File: src/rtl/mmio_bridge_if.sv
// CPU-side memory port of the MMIO bridge: request (address, store data,
// load/store levels) from the datapath, and decode/stall/ack/read data back.
`timescale 1ns/1ps

interface mmio_bridge_if;
    logic [31:0] cpu_addr;
    logic [7:0]  cpu_wdata;
    logic        cpu_rd;
    logic        cpu_wr;
    logic        mmio_hit;
    logic        cpu_busy;
    logic        cpu_ack;
    logic [7:0]  cpu_rdata;

    // Datapath side: issues requests, observes stall/ack/data.
    modport master (
        output cpu_addr, cpu_wdata, cpu_rd, cpu_wr,
        input  mmio_hit, cpu_busy, cpu_ack, cpu_rdata
    );

    // Bridge side: decodes requests and answers them.
    modport slave (
        input  cpu_addr, cpu_wdata, cpu_rd, cpu_wr,
        output mmio_hit, cpu_busy, cpu_ack, cpu_rdata
    );
endinterface

File: src/rtl/mmio_bridge.sv
// MMIO bridge: decodes the 256-byte I/O window and turns one CPU load/store
// into long, debounce-friendly rd/wr strobe levels with registered selects,
// captures the returned byte and acknowledges the CPU with a one-cycle pulse.
`timescale 1ns/1ps

module mmio_bridge #(
    parameter logic [31:0] MMIO_BASE      = 32'hFFFF_FF00,
    parameter int unsigned HOLD_CYCLES    = 2_000_000,
    parameter int unsigned RELEASE_CYCLES = 2_000_000
) (
    input  logic              clk,
    input  logic              rst,
    mmio_bridge_if.slave      cpu,
    output logic              per_rd,
    output logic              per_wr,
    output logic              per_s_mmio,
    output logic              per_s_io,
    output logic [7:0]        per_data_in,
    input  logic [7:0]        per_data_out
);

    localparam int unsigned MAX_CYCLES = (HOLD_CYCLES > RELEASE_CYCLES) ? HOLD_CYCLES : RELEASE_CYCLES;
    localparam int          CNT_W      = $clog2(MAX_CYCLES + 1);

    localparam logic [7:0] OFF_DATA   = 8'h00;
    localparam logic [7:0] OFF_STATUS = 8'h04;

    typedef enum logic [2:0] {
        S_IDLE,
        S_SETUP,
        S_ASSERT,
        S_RELEASE,
        S_ACK
    } state_t;

    state_t             state, next_state;
    logic [CNT_W-1:0]   cnt;
    logic               armed;
    logic [7:0]         off_q;
    logic               wr_q;
    logic [7:0]         wdata_q;
    logic               ack_q;
    logic [7:0]         rdata_q;

    logic               accept;
    logic               cnt_done;
    logic               is_data;
    logic               is_mapped;
    logic [7:0]         off_next;
    logic               in_access;

    assign cpu.mmio_hit  = (cpu.cpu_addr[31:8] == MMIO_BASE[31:8]);
    assign cpu.cpu_busy  = (state != S_IDLE);
    assign cpu.cpu_ack   = ack_q;
    assign cpu.cpu_rdata = rdata_q;

    assign accept    = (state == S_IDLE) && cpu.mmio_hit && armed && (cpu.cpu_rd || cpu.cpu_wr);
    assign cnt_done  = (cnt == CNT_W'(1));
    assign is_data   = (off_q == OFF_DATA);
    assign is_mapped = is_data || (off_q == OFF_STATUS);
    // Offset of the access about to be in flight: fresh on accept, latched otherwise.
    assign off_next  = accept ? cpu.cpu_addr[7:0] : off_q;
    assign in_access = (next_state == S_SETUP) || (next_state == S_ASSERT) || (next_state == S_RELEASE);

    // State register.
    // NOTE: sequential state uses non-blocking assignments so every flop samples pre-edge values.
    always_ff @(posedge clk or negedge rst) begin
        if (!rst) state <= S_IDLE;
        else      state <= next_state;
    end

    // Next-state decode; only DATA accesses ever drive a strobe.
    // NOTE: next_state gets its default first so no path through the case infers a latch.
    always_comb begin
        next_state = state;
        case (state)
            S_IDLE:    if (accept)   next_state = S_SETUP;
            S_SETUP:   next_state = is_data ? S_ASSERT : S_ACK;
            S_ASSERT:  if (cnt_done) next_state = S_RELEASE;
            S_RELEASE: if (cnt_done) next_state = S_ACK;
            S_ACK:     next_state = S_IDLE;
            default:   next_state = S_IDLE;
        endcase
    end

    // Latch offset, direction and store data at accept; rd+wr together counts as a write.
    always_ff @(posedge clk or negedge rst) begin
        if (!rst) begin
            off_q   <= 8'h00;
            wr_q    <= 1'b0;
            wdata_q <= 8'h00;
        end else if (accept) begin
            off_q   <= cpu.cpu_addr[7:0];
            wr_q    <= cpu.cpu_wr;
            wdata_q <= cpu.cpu_wdata;
        end
    end

    // Arming: cleared by the ack, re-set only once the CPU has dropped its request.
    always_ff @(posedge clk or negedge rst) begin
        if (!rst)                             armed <= 1'b1;
        else if (ack_q)                       armed <= 1'b0;
        else if (!cpu.cpu_rd && !cpu.cpu_wr)  armed <= 1'b1;
    end

    // Shared phase counter: loaded on entry to ASSERT/RELEASE, counts down to 1, idle at 0.
    always_ff @(posedge clk or negedge rst) begin
        if (!rst) begin
            cnt <= '0;
        end else begin
            case (next_state)
                S_ASSERT:  cnt <= (state != S_ASSERT)  ? CNT_W'(HOLD_CYCLES)    : cnt - CNT_W'(1);
                S_RELEASE: cnt <= (state != S_RELEASE) ? CNT_W'(RELEASE_CYCLES) : cnt - CNT_W'(1);
                default:   cnt <= '0;
            endcase
        end
    end

    // Registered peripheral selects/strobes and CPU ack, decoded from the next state.
    always_ff @(posedge clk or negedge rst) begin
        if (!rst) begin
            per_s_mmio  <= 1'b0;
            per_s_io    <= 1'b0;
            per_rd      <= 1'b0;
            per_wr      <= 1'b0;
            per_data_in <= 8'h00;
            ack_q       <= 1'b0;
        end else begin
            per_s_mmio  <= in_access;
            per_s_io    <= in_access && (off_next == OFF_DATA);
            per_rd      <= (next_state == S_ASSERT) && !wr_q;
            per_wr      <= (next_state == S_ASSERT) && wr_q;
            per_data_in <= ((next_state == S_ASSERT) || (next_state == S_RELEASE)) ? wdata_q : 8'h00;
            ack_q       <= (next_state == S_ACK);
        end
    end

    // Capture read data at the end of SETUP, before the DATA strobe pops the RX FIFO.
    always_ff @(posedge clk or negedge rst) begin
        if (!rst)                        rdata_q <= 8'h00;
        else if (state == S_SETUP && !wr_q) rdata_q <= is_mapped ? per_data_out : 8'h00;
    end

endmodule

File: src/flat_wrapper.sv
// flat-port wrapper written by rule: the top's interface ports become plain ports
module mmio_bridge_flat 
#(
    parameter logic [31:0] MMIO_BASE      = 32'hFFFF_FF00,
    parameter int unsigned HOLD_CYCLES    = 2_000_000,
    parameter int unsigned RELEASE_CYCLES = 2_000_000
)
  (clk, rst, per_rd, per_wr, per_s_mmio, per_s_io, per_data_in, per_data_out, cpu_cpu_addr, cpu_cpu_wdata, cpu_cpu_rd, cpu_cpu_wr, cpu_mmio_hit, cpu_cpu_busy, cpu_cpu_ack, cpu_cpu_rdata);
  mmio_bridge_if cpu_i ();
  input  logic clk;
  input  logic rst;
  output logic per_rd;
  output logic per_wr;
  output logic per_s_mmio;
  output logic per_s_io;
  output logic [7:0] per_data_in;
  input  logic [7:0] per_data_out;
  input wire logic [$bits(cpu_i.cpu_addr)-1:0] cpu_cpu_addr;
  input wire logic [$bits(cpu_i.cpu_wdata)-1:0] cpu_cpu_wdata;
  input wire logic [$bits(cpu_i.cpu_rd)-1:0] cpu_cpu_rd;
  input wire logic [$bits(cpu_i.cpu_wr)-1:0] cpu_cpu_wr;
  output wire logic [$bits(cpu_i.mmio_hit)-1:0] cpu_mmio_hit;
  output wire logic [$bits(cpu_i.cpu_busy)-1:0] cpu_cpu_busy;
  output wire logic [$bits(cpu_i.cpu_ack)-1:0] cpu_cpu_ack;
  output wire logic [$bits(cpu_i.cpu_rdata)-1:0] cpu_cpu_rdata;
  assign cpu_i.cpu_addr = cpu_cpu_addr;
  assign cpu_i.cpu_wdata = cpu_cpu_wdata;
  assign cpu_i.cpu_rd = cpu_cpu_rd;
  assign cpu_i.cpu_wr = cpu_cpu_wr;
  assign cpu_mmio_hit = cpu_i.mmio_hit;
  assign cpu_cpu_busy = cpu_i.cpu_busy;
  assign cpu_cpu_ack = cpu_i.cpu_ack;
  assign cpu_cpu_rdata = cpu_i.cpu_rdata;
  mmio_bridge #(.MMIO_BASE(MMIO_BASE), .HOLD_CYCLES(HOLD_CYCLES), .RELEASE_CYCLES(RELEASE_CYCLES)) u_core (.clk(clk), .rst(rst), .cpu(cpu_i), .per_rd(per_rd), .per_wr(per_wr), .per_s_mmio(per_s_mmio), .per_s_io(per_s_io), .per_data_in(per_data_in), .per_data_out(per_data_out));
endmodule
File: config.mk
export PLATFORM = sky130hd
export DESIGN_NAME = mmio_bridge_flat
export DESIGN_NICKNAME = d
export VERILOG_FILES = /design/src/rtl/mmio_bridge_if.sv /design/src/rtl/mmio_bridge.sv /design/src/flat_wrapper.sv
export SDC_FILE = /design/constraint.sdc
export NUM_CORES = 1
export LEC_CHECK = 0
export BUFFER_PORTS_ARGS = -buffer_cell sky130_fd_sc_hd__buf_2
export CAP_MARGIN = 20
export CELL_PAD_IN_SITES_DETAIL_PLACEMENT = 0
export CELL_PAD_IN_SITES_GLOBAL_PLACEMENT = 1
export CORE_MARGIN = 2
export CORE_UTILIZATION = 30
export CTS_CLUSTER_DIAMETER = 200
export DETAILED_ROUTE_END_ITERATION = 8
export GPL_TIMING_DRIVEN = 0
export HOLD_SLACK_MARGIN = 0.12
export PLACE_DENSITY_LB_ADDON = 0.1
export SLEW_MARGIN = 20
export SYNTH_ARGS = -nofsm -noshare
export SYNTH_HDL_FRONTEND = slang
export SYNTH_SLANG_ARGS = --single-unit
File: constraint.sdc
create_clock -name clk -period 2.55 [get_ports clk]
set_input_delay 0.765 -clock clk [delete_from_list [all_inputs] [get_ports clk]]
set_output_delay 0.765 -clock clk [all_outputs]
set_load 0.05 [all_outputs]
==> summary.md, run 1 <==
| Metric | Value |
|---|---|
| Outcome | finished with violations |
| Failing checks | setup timing |
| Max Cap Viol | 0 |
| Met1 Routed Length | 2920 um |
| R2R depth | 6 |
| Vias per inst | between 4 and 5 |
| Initial antenna violation count | 0 |
| Final WS setup | -50.8 ps |
| Synthesis Warnings | 0 |
| Area of the multi-input gates | 1170 sq um |
| Sequential Area | roughly 1600 sq um |
| Filler Cell Count | between 900 and 1k |
| Top Ports | 75 |
| CP arrival | 1840 ps |
| DIE WIDTH | 99.9 um |
| Pin count of the biggest net entering global routing | 40 |
| Synth cell types | between 40 and 50 |
| First-pass iteration count of the detailed router | 4 |
| Syn_area_per_cell | 11.8 sq um |
| Register area share after synthesis | 0.571 |
| Die area | 9990 sq um |
| Pwr/cell area | 553 nW/um^2 |
| Core area | 9060 sq um |
| Port Buffers | 74 |
| Layout net count | ~370 |
| Leak | 1.68 nW |
| Worst hold margin | 322 ps |
| Placer congestion estimate | 0.691 |
| Max Clock Freq | 384 MHz |
| Max-slew violation count | 0 |
| Unrepaired setup endpoints after global routing | true |
| R2R Setup Slk | around 270 ps |
| Clock root buffer | clkbuf_8 |
| Synth Instances | 234 |
| First-pass GRT wire length | 10300 um |
| Synth area leaders | dfrtp_1 56%, mux2_2 4.9%, xnor2_1 4.4% |
| Gr usage total | 0.133 |
| CP startpoint kind | input port |
| Seq pwr share | 0.509 |
| Via total after detailed routing | 2079 |
| # rows | 35 |
| Origin of the critical flop-to-flop path | u_core.cnt[12] |
| Flops & latches, synth | 63 |
| DP HPWL | 4340 um |
| Endpoints failing setup | 1 |
| Die Ht | 99.9 um |
| CP max-delay cell | or4_4 |
| GRT overflow | 0 |
| Final antenna-violating net count | 0 |
| P_sw | 0.000479 W |
| Final Power | 0.00198 W |
| Clock share of power | 0.437 |
| Tightest Pin Transition | 547 ps |
| Worst setup EP type | output port |
| TritonCTS buffer count | 9 |
| Max H-tree Level | 3 |
| Worst Clk Skew | 7.73 ps |
| Minimum clock period | 2600 ps |
| Top sig layer | met4 |
| Combinational Power Share | 0.053 |
| Most frequent CP cell | buf_6 |
| Post-synth top area share | 0.562 |
| WL per Instance | about 14 um |
| Slowest stage delay, CP | 550 ps |
| Cell taking the most area after synthesis | dfrtp_1 |
| VDD IR-drop max | 0.000253 V |
| DR iter-0 viols | 62 |
| Internal power | 0.00150 W |
| Post-CTS Hold Buffers | 0 |
| Worst path cell trace | buf_6 > nand4_1 > or4_4 > nor3_4 > buf_6 |
| Max clock buf depth | 2 |
| Setup crit start | cpu_cpu_addr[28] |
| Share of cells above drive strength 1 | 0.389 |
| Switching part of the total | 0.242 |
| DRC viols | 0 |
| Final Hold Fails | 0 |
| Worst skew pair latency | roughly 340 ps |
| Crit path buf inv count | 2 |
| Final period utilization | 1.02 |
| WL met3 | 364 um |
| Post-Synthesis Cell Area | 2760 sq um |
| Clock-pin slew on the worst setup and hold paths | 70 ps |
| Met2 wire len | 2690 um |
| Sink Count | 63 |
| Initial Util | 0.305 |
| Slew margin rel. | 0.634 |
| Syn nets | 288 |
| Max FO, Critical Path | 2 |
| Type of the most critical hold path | input port to asynchronous set/reset pin |
| Area Growth Syn to Fin | 29.8% |
| CP delay by family, top | simple AND/OR/NAND/NOR gates |
| # diodes | 0 |
| Routed WL | 6110 um |
| CTS tree | done |
| Vias in the first global route | 2159 |
| RR Endpoint | u_core.per_data_in[2] |
| WS Path Type | input port to output port |
| Worst Path Required | 1790 ps |
## power groups by stage
stage | Clock (W) | Sequential [W] | Combinational [W]
2_1_floorplan | 0 | 0.00105 | 0.00000939
3_3_place_gp | 0 | 0.00103 | 0.000102
3_5_place_dp | 0 | 0.00103 | 0.000107
4_1_cts | 0.000903 | 0.00101 | 0.000107
5_1_grt | 0.000956 | 0.00101 | 0.000118
6_report | 0.000866 | 0.00101 | 0.000106
## placed cells by master (no fill, tap or decap), types with 6 or more instances in the layout
| cell | netlist | final |
|---|---|---|
| nand4_1 | 7 | 7 |
| mux2_2 | 12 | 12 |
| nor4_1 | 8 | 6 |
| nor2_1 | 26 | 26 |
| xnor2_1 | 14 | 14 |
| dfrtp_1 | 62 | 62 |
| and2_1 | 9 | 9 |
| nand2_1 | 10 | 10 |
| clkbuf_8 | 0 | 10 |
| a22o_1 | 8 | 8 |
| buf_2 | 2 | 69 |
## metrics by stage
| step | setup TNS [ps] | util | worst slack, ps | instances | cell area, sq um |
|---|---|---|---|---|---|
| floorplan | -1220 | - | -103 | 234 | 2800 |
| global placement | -307 | 0.365 | -176 | 419 | 3310 |
| detailed placement | -305 | 0.368 | -163 | 420 | 3330 |
| CTS | -79.4 | 0.390 | -79.4 | 436 | 3540 |
| global route | -103 | 0.395 | -103 | 435 | 3580 |
| finish | -50.8 | 0.395 | -50.8 | 435 | 3580 |
## timing repair
item                       4_1_cts  5_1_grt
pin swaps                        0        1
setup buffers                    0        0
gates resized for setup          3        8
setup endpoints to repair       11       21
## worst max-delay path by stage
| stage | to | slack [ps] | depth (start not counted) |
|---|---|---|---|
| 4_1_cts | cpu_mmio_hit | -80 | 5 |
| 6_report | cpu_mmio_hit | -50 | 5 |
| 5_1_grt | cpu_mmio_hit | -100 | 5 |
| 2_1_floorplan | u_core.wr_q | -100 | 6 |
| 3_5_place_dp | cpu_mmio_hit | -160 | 5 |
| 3_3_place_gp | cpu_mmio_hit | -180 | 5 |
## sequential cells by signal, indices dropped and copies added (netlist names)
register,count
u_core.wr_q,1
u_core.cpu.cpu_ack,1
u_core.per_s_io,1
u_core.state,3
u_core.armed,1
u_core.per_s_mmio,1
u_core.off_q,8
u_core.wdata_q,8
u_core.cpu.cpu_rdata,8
u_core.per_rd,1
u_core.per_data_in,8
u_core.cnt,21
u_core.per_wr,1
## final cells by class
cell class,count,share of cell area
multi-input combinational,156,0.328
tap,111,0.0388
sequential,63,0.440
buffer,8,0.0154
clock inverter,7,0.0203
inverter,6,0.00628
timing repair buffer,75,0.117
clock buffer,9,0.0346
## Yosys cell counts (all sizes together)
master   instances
or3              3
nor4            10
and2             9
o21bai           1
clkbuf           6
a22o             8
nand4            7
or2              1
nand2b           3
or4              5
o2bb2ai          1
nor3            10
buf              3
a211oi           2
a311oi           2
o31ai            1
a21o             1
xnor2           14
inv              6
a21oi            3
o31a             1
dfstp            1
nand4bb          1
or4b             1
mux2            17
o41ai            1
and3b            1
nand2           10
nor2            26
nand3            2
nor3b            1
mux2i            1
a311o            1
dfrtp           62
ha               2
o21ai            7
xor2             3
## per-layer routing
| layer | track usage | up-vias |
|---|---|---|
| li1 | - | 1006 |
| met1 | 0.173 | 998 |
| met2 | 0.204 | 64 |
| met3 | 0.0404 | 11 |
| met4 | 0.0632 | 0 |
| met5 | 0 | - |
## kinds of logic (layout without fill, tap and decap cells)
kind of cell    Yosys count  count (layout)  synth area share
buf+inv                  15             105            0.0240
compound gates           29              29            0.0779
mux                      18              18            0.0729
xor+xnor                 17              17            0.0539
flops                    63              63             0.571
simple gates             90              90             0.191
fa+ha+maj                 2               2           0.00906
(Power assumes the default switching activity.)
==> inputs of run 2 (changes only) <==
- ABC_AREA: default -> 1
- CORE_ASPECT_RATIO: default -> 0.75
- SETUP_SLACK_MARGIN: default -> 0.3
==> run 2 against run 1 <==
Clock power increased by 54%. Critical path depth unchanged. Highest routed layer unchanged. Count of clock-buffer cells in the layout unchanged. Hold slack improved by 1.3 ps. Register-to-register slack improved by 310 ps. Clock skew decreased by 0.68 ps. First-iteration DRC count increased to 3.2 times the previous value. The run now ends clean. Synthesized cell count increased by 97%. Critical endpoint unchanged.
==> summary.md, run 2 <==
| Metric | Value |
|---|---|
| Synth Instances | 460 (+97%) |
| DRC viols | 0 (unchanged) |
| Post-synth top area share | 0.413 (-0.149) |
| Worst Path Required | 1790 ps (about the same) |
| GRT overflow | 0 (unchanged) |
| Max clock buf depth | 2 (unchanged) |
| Type of the most critical hold path | input port to asynchronous set/reset pin |
| Final Hold Fails | 0 (unchanged) |
| Max H-tree Level | 3 (unchanged) |
| Top Ports | 75 (unchanged) |
| Via total after detailed routing | 3189 (+53%) |
| Post-CTS Hold Buffers | 0 (unchanged) |
| CP max-delay cell | or3_4 |
| Clock-pin slew on the worst setup and hold paths | 60 ps (about the same) |
| Max Clock Freq | 402 MHz (+4.6%) |
| EDFF count, synth | 0 (unchanged) |
| Worst skew pair latency | 330 ps (about the same) |
| Tightest Pin Transition | 554 ps (+6.24 ps) |
| Routed WL | 9980 um (+63%) |
| Worst setup EP type | output port |
| Origin of the critical flop-to-flop path | u_core.cnt[0] |
| Endpoints failing setup | 0 (-1) |
| Inst Count DP | 701 (+67%) |
| Largest register by flop count | u_core.cnt |
| CTS tree | done |
| Clock root buffer | clkbuf_16 |
| Setup WS pre-CTS | -19.6 ps (+143 ps) |
| Worst path cell trace | buf_2 > nand2_4 > or3_4 > nor4_4 > buf_6 |
| Commonest non-fill, non-tap cells in the layout | 100 x nand2_1, 73 x buf_2, 65 x nor2_1 |
| Vias in the first global route | 3268 (+51%) |
| Filler Cell Count | 1290 (+43%) |
| Final antenna-violating net count | 0 (unchanged) |
| Max reg flops | 21 (unchanged) |
| Core area | 12300 sq um (+35%) |
| Commonest non-fill, non-tap cell in the layout | nand2_1 |
| Syn_area_per_cell | 8.16 sq um (-31%) |
| First-pass iteration count of the detailed router | 4 (unchanged) |
| WS Path Type | input port to output port |
| WL per Instance | 13.9 um (-0.82%) |
| Pin count of the biggest net entering global routing | 44 (+10%) |
| Count leader, synth | nand2_1 |
| Worst Clk Skew | 7.05 ps (-0.681 ps) |
| CP startpoint kind | input port |
| Placer congestion estimate | 0.776 (+12%) |
| Initial antenna violation count | 0 (unchanged) |
| Pwr/cell area | 510 nW/um^2 (-7.6%) |
| Leak | 2.59 nW (+55%) |
| Unrepaired setup endpoints after global routing | true |
| Layout net count | 600 (+61%) |
| R2R depth | 9 (+3) |
| Register area share after synthesis | 0.420 (-0.151) |
| Synthesis Warnings | 0 (unchanged) |
| Initial Util | 0.306 (+0.00160) |
| Cell taking the most area after synthesis | dfrtp_1 |
| Vias per inst | 4.45 (-6.9%) |
| # diodes | 0 (unchanged) |
| RR Endpoint | u_core.cnt[14] |
| TritonCTS buffer count | 9 (unchanged) |
| Max FO, Critical Path | 2 (unchanged) |
| Die area | 13400 sq um (+35%) |
| Post-Synthesis Cell Area | 3750 sq um (+36%) |
| Share of cells above drive strength 1 | 0.310 (-0.0785) |
| # rows | 35 (unchanged) |
| Sink Count | 63 (unchanged) |
| Final WS setup | 64.3 ps (+115 ps) |
| Area Growth Syn to Fin | 26.0% |
| First-pass GRT wire length | 16900 um (+65%) |
| Util after Layout | 0.386 (-0.00959) |
| CP arrival | 1720 ps (-120 ps) |
| VDD IR-drop max | 0.000303 V (+20%) |
| Minimum clock period | 2490 ps (-115 ps) |
| DIE WIDTH | 133 um (+33%) |
| DR iter-0 viols | 199 (+220%) |
| DP HPWL | 7460 um (+72%) |
| Gr usage total | 0.162 (+0.0292) |
| Most used flip-flop cell after synthesis | dfrtp_1 |
| Layout Cells excl Fill | 717 (+65%) |
| Final period utilization | 0.975 (-0.0451) |
| FFs w/ async S/R, synth | 1.00 (unchanged) |
| Max Cap Viol | 0 (unchanged) |
| Slew margin rel. | 0.627 (-0.00621) |
| Outcome | complete, no violations |
| Max-slew violation count | 0 (unchanged) |
| Synth top cells by count | 101 x nand2_1, 66 x nor2_1, 62 x dfrtp_1, 59 x inv_1, 25 x nand3_1 |
| Synth area leaders | dfrtp_1 41%, nand2_1 10%, nor2_1 6.6% |
| Port Buffers | 74 (unchanged) |
| Flops & latches, synth | 63 (unchanged) |
| CP delay by family, top | simple AND/OR/NAND/NOR gates |
| Synth cell types | 38 (-19%) |
| Die Ht | 101 um (+0.95%) |
| Slowest stage delay, CP | 380 ps (-170 ps) |
| Syn nets | 514 (+78%) |
| Crit path buf inv count | 2 (unchanged) |
| R2R Setup Slk | 580 ps (+310 ps) |
==> run 2: cell types whose count changed after synthesis, moves of 13 or more <==
cell	previous run	this run
nand3_1	2	25
nand4_1	7	20
nor2_1	26	66
nand2_1	10	101
inv_1	5	59
nand3_2	0	22
==> run 2: repair_timing <==
action,4_1_cts,5_1_grt
resized for setup,3,2
buffers inserted,0,0
hold endpoints to repair,0,0
setup endpoints to repair,1,2
pin swaps,1,1
==> run 2: where the power goes <==
group	total [W]	switching, W	internal, W	leakage, nW
Combinational	0.0000866	0.0000478	0.0000388	1.70
Sequential	0.00100	0.000000000300	0.00100	0.746
Clock	0.00133	0.000471	0.000856	0.152
==> run 2: worst reg2reg max path: stages, from the launching register on <==
cell     delay, ps
dfrtp_1        400
inv_1          170
ha_1           310
inv_1          110
nor2_2         240
nand4_1        180
xor2_1         230
nor2_1          70
nand3_2         90
nand2_1         40
==> run 2: metrics by stage <==
step           TNS (ps)  instance area [sq um]  hold slack, ps  total power (W)
5_1_grt               0                   4730             335          0.00251
4_1_cts               0                   4720             325          0.00246
6_report              0                   4730             323          0.00241
3_3_place_gp      -32.4                   4360             380          0.00110
3_5_place_dp      -19.6                   4390             382          0.00111
2_1_floorplan     -4.35                   3780             446          0.00103
==> run 2: how the worst max path moves through the flow <==
stage,end,from,slack (ps),cells past startpoint
6_report,cpu_mmio_hit,cpu_cpu_addr[26],60,5
5_1_grt,cpu_mmio_hit,cpu_cpu_addr[30],20,5
4_1_cts,cpu_mmio_hit,cpu_cpu_addr[23],60,5
3_5_place_dp,cpu_mmio_hit,cpu_cpu_addr[27],-20,5
3_3_place_gp,cpu_mmio_hit,cpu_cpu_addr[27],-30,5
2_1_floorplan,cpu_mmio_hit,cpu_cpu_addr[30],-4,3
==> run 2: cell families (layout without fill, tap and decap cells) <==
| logic type | Yosys count | count (layout) | synth area share |
|---|---|---|---|
| simple gates | 268 | 268 | 0.378 |
| buf+inv | 77 | 168 | 0.0976 |
| xor+xnor | 14 | 14 | 0.0327 |
| fa+ha+maj | 2 | 2 | 0.00666 |
| compound gates | 36 | 36 | 0.0650 |
| flops | 63 | 63 | 0.420 |
==> run 2: final cells by class <==
class | count | area (sq um) | share of cell area
inverter | 66 | 260 | 0.0550
clock inverter | 7 | 97.6 | 0.0206
tap | 166 | 208 | 0.0439
clock buffer | 9 | 225 | 0.0476
timing repair buffer | 75 | 409 | 0.0865
buffer | 11 | 106 | 0.0225
sequential | 63 | 1580 | 0.334
multi-input combinational | 320 | 1850 | 0.390
==> run 2: layer usage <==
layer | track usage | vias up | wire length [um]
met5 | 0 | - | 0
met1 | 0.231 | 1478 | 5160
met3 | 0.0422 | 4 | 490
met4 | 0.0442 | 0 | 75
met2 | 0.245 | 64 | 4260
li1 | - | 1643 | -
